===== src/rtl/param_register_file.sv =====
// param_register_file: parametrised CPU register file with memory-mapped I/O, sticky flags and synchronised input
module param_register_file #(
    parameter int DATA_W          = 8,
    parameter int ADDR_W          = 5,
    parameter int N_FLAGS         = 7,
    parameter int FLAG_ADDR       = 31,
    parameter int DOUT_ADDR       = 30,
    parameter int GOUT_ADDR       = 29,
    parameter int DINP_ADDR       = 28,
    parameter int FLAG_EDGE       = 1,
    parameter int DIN_SYNC_STAGES = 2
) (
    input  logic                      clk,
    input  logic                      reset,
    input  logic                      enable,
    input  logic                      flag_mask,
    input  logic [ADDR_W-1:0]         a_addr,
    output logic [DATA_W-1:0]         a_data,
    input  logic [ADDR_W-1:0]         b_addr,
    input  logic                      b_wr_en,
    input  logic [DATA_W-1:0]         b_data_in,
    output logic [DATA_W-1:0]         b_data_out,
    input  logic [N_FLAGS-1:0]        flag_in,
    input  logic [DATA_W-1:0]         din,
    output logic [DATA_W-1:0]         gout,
    output logic [DATA_W-1:0]         dout,
    output logic [DATA_W-1:0]         flag,
    output logic [N_FLAGS-1:0]        flag_overrun,
    input  logic                      atc_en,
    input  logic [$clog2(DATA_W)-1:0] atc_bit,
    output logic                      atc_out
);
    localparam logic [ADDR_W-1:0] FA = ADDR_W'(FLAG_ADDR);
    localparam logic [ADDR_W-1:0] DA = ADDR_W'(DINP_ADDR);
    localparam logic [ADDR_W-1:0] GA = ADDR_W'(GOUT_ADDR);
    localparam logic [ADDR_W-1:0] OA = ADDR_W'(DOUT_ADDR);

    logic [DATA_W-1:0]  regs [2**ADDR_W];
    logic [DATA_W-1:0]  sync [DIN_SYNC_STAGES];
    logic [N_FLAGS-1:0] flag_q, hist, ev, clr;
    logic               atc_hit;

    assign flag       = DATA_W'(flag_q);
    assign a_data     = a_addr == FA ? flag : regs[a_addr];
    assign b_data_out = b_addr == FA ? flag : regs[b_addr];
    assign gout       = regs[GA];
    assign dout       = regs[OA];
    assign atc_hit    = atc_en && (32'(atc_bit) < N_FLAGS);
    assign atc_out    = atc_hit & flag[atc_bit];
    assign ev         = (FLAG_EDGE != 0 ? flag_in & ~hist : flag_in) & {N_FLAGS{~flag_mask}};

    // one-hot clear mask for a qualified test-and-clear request
    always_comb begin
        clr = '0;
        for (int i = 0; i < N_FLAGS; i++) clr[i] = atc_hit && enable && (32'(atc_bit) == i);
    end

    // register array: port b writes everywhere except FLAG and DINP, DINP reloads every cycle
    always_ff @(posedge clk or posedge reset) begin
        if (reset) begin
            for (int i = 0; i < 2**ADDR_W; i++) regs[i] <= '0;
        end else begin
            if (enable && b_wr_en && b_addr != FA && b_addr != DA) regs[b_addr] <= b_data_in;
            regs[DA] <= sync[DIN_SYNC_STAGES-1];
        end
    end

    // din synchroniser chain
    always_ff @(posedge clk or posedge reset) begin
        if (reset) begin
            for (int i = 0; i < DIN_SYNC_STAGES; i++) sync[i] <= '0;
        end else begin
            sync[0] <= din;
            for (int i = 1; i < DIN_SYNC_STAGES; i++) sync[i] <= sync[i-1];
        end
    end

    // sticky flags: events set, ATC clears, a coincident event beats the clear and leaves overrun alone
    always_ff @(posedge clk or posedge reset) begin
        if (reset) begin
            flag_q       <= '0;
            hist         <= '0;
            flag_overrun <= '0;
        end else begin
            hist         <= flag_in;
            flag_q       <= (flag_q & ~clr) | ev;
            flag_overrun <= (flag_overrun & ~(clr & ~ev)) | (ev & flag_q & ~clr);
        end
    end
endmodule


===== config.mk =====
export PLATFORM = sky130hd
export DESIGN_NAME = param_register_file
export DESIGN_NICKNAME = d
export VERILOG_FILES = /design/src/rtl/param_register_file.sv
export SDC_FILE = /design/constraint.sdc
export NUM_CORES = 1
export LEC_CHECK = 0
export BUFFER_PORTS_ARGS = -buffer_cell sky130_fd_sc_hd__buf_2
export CORE_UTILIZATION = 61
export CTS_CLUSTER_SIZE = 8
export DETAILED_ROUTE_END_ITERATION = 6
export PLACE_DENSITY = 0.88
export SYNTH_ARGS = -nofsm -noshare
export SYNTH_HDL_FRONTEND = slang
export SYNTH_SLANG_ARGS = --single-unit

===== constraint.sdc =====
create_clock -name clk -period 11.27 [get_ports clk]
set_input_delay 0.5635 -clock clk [delete_from_list [all_inputs] [get_ports clk]]
set_output_delay 0.5635 -clock clk [all_outputs]
set_load 0.05 [all_outputs]

After elaboration in Yosys (flattened, before gate mapping)
Index checks and enable logic that the tools add are counted.
{"block": "word_totals", "reg_bits": 293, "out_inout_bits": 48, "elab_cells": 96}
{"block": "op_classes", "bitwise": 17, "muxes": 13, "eq_ne": 10, "magnitude_cmp": 5, "n_reduce_logical": 14}
{"cell": "256-bit bitwise mux", "n": 1}
{"cell": "8-bit binary-select mux with 5-bit select", "n": 2}
{"cell": "8-bit 2-to-1 mux", "n": 7}
{"cell": "7-bit AND", "n": 7}
{"cell": "8-bit demux with 5-bit select", "n": 1}
{"cell": "7-bit inverter", "n": 4}
{"cell": "7-bit OR", "n": 2}
{"cell": "1-bit logical AND", "n": 13}
{"cell": "6-bit >= comparator, second input constant", "n": 2}
{"cell": "5-bit inverter with 6-bit output", "n": 2}
{"cell": "5-bit == test, second input constant", "n": 2}
{"cell": "5-bit inequality test, second input constant", "n": 2}
{"cell": "3-bit == test, second input constant", "n": 3}
{"cell": "3-bit by 2-bit == test with 1-bit output, second input constant", "n": 2}
{"cell": "6-bit by 1-bit < comparator with 1-bit output, second input constant", "n": 1}
{"cell": "3-bit by 4-bit < comparator with 1-bit output, second input constant", "n": 1}
{"cell": "1-bit binary-select mux with 3-bit select", "n": 1}
{"cell": "3-bit by 1-bit == test with 1-bit output, second input constant", "n": 1}
{"cell": "3-bit logical NOT", "n": 1}
{"cell": "3-bit < comparator, second input constant", "n": 1}
{"cell": "1-bit AND", "n": 1}
{"cell": "1-bit 2-to-1 mux", "n": 1}
{"cell": "1-bit inverter", "n": 1}

Longest topological paths before layout
{"block": "logic_depth", "depth_word": 8, "ltp_mapped": 9}

Worst setup path before layout
Ideal clock, no wire load.
{"block": "synth_timing", "kind": "input -> output", "start": "input port b_addr[1]", "end": "output port b_data_out[3]", "required_time_ns": 10.707, "slack_ns": 8.101, "n_path_buf": 3, "stages": 8, "t_arrival_ns": 2.606, "path_cell_list": "buf_4 > buf_2 > buf_2 > nor2_1 > o2bb2ai_1 > a21boi_0 > a2bb2oi_1 > o21ai_0"}
{"block": "synth_between", "elab_chain_cells": 5, "elab_cells_between_ends": 6, "classes_between": "eq/ne: 1; mux: 4; bitwise: 1"}
{"element": "start, declared", "line": "19", "rtl": "input logic [ADDR_W-1:0] b_addr,"}
{"element": "5-bit inverter with 6-bit output (implied by the code)", "line": "45", "rtl": "assign b_data_out = b_addr == FA ? flag : regs[b_addr];"}
{"element": "8-bit binary-select mux with 5-bit select", "line": "45"}
{"element": "8-bit 2-to-1 mux (implied by the code) (2 in a row)", "line": "45"}
{"element": "8-bit 2-to-1 mux (*)", "line": "45"}
{"element": "end, declared", "line": "22", "rtl": "output logic [DATA_W-1:0] b_data_out,"}
Mark *: on every way between the ends. The rest lies on a longest branch, timed or not. The select of a mux whose other input is x is not followed.

Worst setup path in the final report
{"block": "layout_timing", "start": "input port b_addr[0]", "end": "output port b_data_out[1]"}
Same word-level chain as after synthesis.

==> flow_metrics.tcl <==
set metrics [dict create \
    power_frac_comb 0.187 \
    syn_nets 1147 \
    synth_top_area_frac 0.475 \
    yosys.area.top_type "dfrtp_1" \
    drive_above_1_share 0.440 \
    syn-cell-area_mm2 0.0152 \
    yosysSeqAreaShare 0.475 \
    critPathKind "input port to output port" \
    p_leak_uw 0.00758 \
    final_cells 1467 \
    first_pass_iters 6 \
    vias_per_cell 7.05 \
    gr-total-overflow 0 \
    gp_congestion 0.968 \
    synth_cell_types 51 \
    synthTopCellsByArea "dfrtp_1 (48%), mux2_2 (19%), mux4_2 (12%), mux2i_1 (4.7%), mux4_1 (2.4%)" \
    portBuffers 88 \
    htree_levels 2 \
    crit_fanout 38 \
    seq_area_mm2 0.00721 \
    ant_nets 0 \
    numCtsBuffers 41 \
    vdd_drop_max_mv 0.152 \
    numPlacedInstances 1422 \
    slew_headroom 0.255 \
    setup_viol 0 \
    finClkSkew_ns 0.00720 \
    r2r_slack_ns 10.27 \
    post-route-min-period_ns 4.16 \
    dpl.hpwl_um 26300 \
    min_path_type "input port to register" \
    synth_warnings 0 \
    cts_tree "done" \
    swShare 0.289 \
    cp.arrival_ns 3.60 \
    ctsResizeCount 0 \
    vias 10300 \
    tightest_slew_ns 1.12 \
    grt_pass1_vias 10500 \
    critPathLaunch "b_addr[0]" \
    timing.rr.end "flag_overrun[6]$_DFF_PP0_" \
    drtIter0Drc 1360 \
    end_kind "output port" \
    pwr-share-clk 0.373 \
    drc 0 \
    cts_setup_buffers 0 \
    syn_inst 1105 \
    rsz0062_at_grt "false" \
    r2r_cells 3 \
    yosys_most_used_dff "dfrtp_1" \
    nFillCells 1619 \
    sequentialPowerShare 0.441 \
    num_rows 57 \
    fp.dieArea_mm2 0.0255 \
    outcome "finished, final reports clean" \
    hold_end "sync[10]$_DFF_PP0_" \
    hold_start "din[2]" \
    clk_pin_slew_ns 0.05 \
    avgSynthCellArea_um2 13.7 \
    area_growth_syn_to_layout_pct 9.50 \
    root_buffer "clkbuf_16" \
    min_path_cells 1 \
    p_per_area_mw_per_mm2 174 \
    die_y_um 160 \
    initial_core_util 0.624 \
    utilization 0.683 \
    fmax_mhz 240 \
    fin_nets 1183 \
    max_cap_viol_count 0 \
    internal_power_uw 2060 \
    wl_per_cell_um 27.8 \
    final_cell_mix "dfrtp_1 (288), mux2_2 (250), buf_2 (85)" \
    synth_edf_count 0 \
    setup_tns_ns 0 \
    grt_max_degree 164 \
    io_pins 90 \
    die_w_um 160 \
    yosys_register_bits 288 \
    final_common_cell "dfrtp_1" \
    synth_async_sr_flop_share 1.00 \
    finalHoldViolations 0 \
    cts.sinks 288 \
    p_switching_uw 836 \
    slew_violations 0 \
    cts.hold.buffers_added 0 \
    core_mm2 0.0243 \
    multi_input_area_mm2 0.00737 \
    grt.total_usage 0.331 \
    cp-start-kind "input port" \
    antenna_found_initial 2 \
    timing.rr.start "hist[6]$_DFF_PP0_" \
    clock_latency_ns 0.53 \
    cp.required_ns 10.71 \
    clockBufferDepth 3 \
    grt_pass1_wl_um 63500 \
    fin_crit_sh 0.369 \
    wl_um 40800 \
]
==> per-layer routing <==
metal	routed length [µm]	GRT usage	vias to the layer above
met3	3880	0.0701	158
met5	0	0	-
met1	15500	0.444	5289
met2	19200	0.513	697
li1	-	-	4198
met4	2210	0.171	0
==> cell usage after synthesis (all sizes together), types with 2 or more instances <==
master,instances
a211oi,4
a21oi,17
a22oi,8
a31oi,6
and2,2
and3,5
buf,66
clkbuf,35
dfrtp,288
inv,6
mux2,250
mux2i,71
mux4,95
nand2,63
nand2b,4
nand3,21
nand3b,5
nor2,52
nor2b,9
nor3,4
nor3b,5
o211a,3
o211ai,2
o21ai,23
o221ai,4
o22ai,33
o2bb2ai,4
or3,6
or3b,3
==> state kept, by name, indices dropped and copies added (netlist names) <==
name / flops
dout: 8
sync: 16
hist: 7
flag_q: 7
flag_overrun: 7
regs: 235
gout: 8
==> cells by family (layout without fill, tap and decap cells) <==
family | count (synthesis) | in the layout | share of synthesized area
multiplexers | 416 | 416 | 0.377
flip-flops | 288 | 288 | 0.475
AND/OR/NAND/NOR | 181 | 181 | 0.0606
other | 1 | 2 | 0.000247
AO/OA/AOI/OAI | 112 | 112 | 0.0478
buffers and inverters | 107 | 144 | 0.0389
==> critical path: stages <==
cell and delay, ns:
buf_4 0.55, buf_4 0.60, mux4_1 0.64, a22oi_2 0.20, nand2_1 0.14, a2111oi_1 0.47, nor2_1 0.16, buf_2 0.24
==> power by group through the flow <==
stage	Clock, µW	Combinational (µW)	Sequential [µW]
finish	1080	540	1280
global route	1130	567	1290
CTS	1090	535	1270
detailed placement	0	530	1290
global placement	0	514	1270
floorplan	0	399	1270
==> how the worst max path moves through the flow <==
stage | end | slack (ns) | depth (start not counted)
floorplan | dout[0]$_DFFE_PP0P_ | 2.76 | 1
detailed placement | b_data_out[1] | 7.17 | 8
global placement | b_data_out[1] | 7.24 | 8
finish | b_data_out[1] | 7.11 | 8
global route | b_data_out[1] | 7.00 | 8
CTS | b_data_out[1] | 7.14 | 8
==> area by class of cell <==
| type | instances | share of cell area |
|---|---|---|
| Antenna cell | 1 | 0.000151 |
| Clock buffer | 42 | 0.0633 |
| Clock inverter | 2 | 0.00219 |
| Inverter | 6 | 0.00181 |
| Multi-Input combinational cell | 710 | 0.444 |
| Sequential cell | 288 | 0.434 |
| Tap cell | 324 | 0.0244 |
| Timing Repair Buffer | 94 | 0.0304 |
==> metrics by stage <==
stage	hold WS (ns)	setup slack [ns]	area [µm²]	power, µW
floorplan	0.331	2.76	15200	1670
global placement	0.333	7.24	15500	1790
detailed placement	0.335	7.17	15500	1820
CTS	0.126	7.14	16600	2900
global route	0.132	7.00	16600	2990
finish	0.138	7.11	16600	2900
Note: power is estimated with default switching activity, not from simulation.
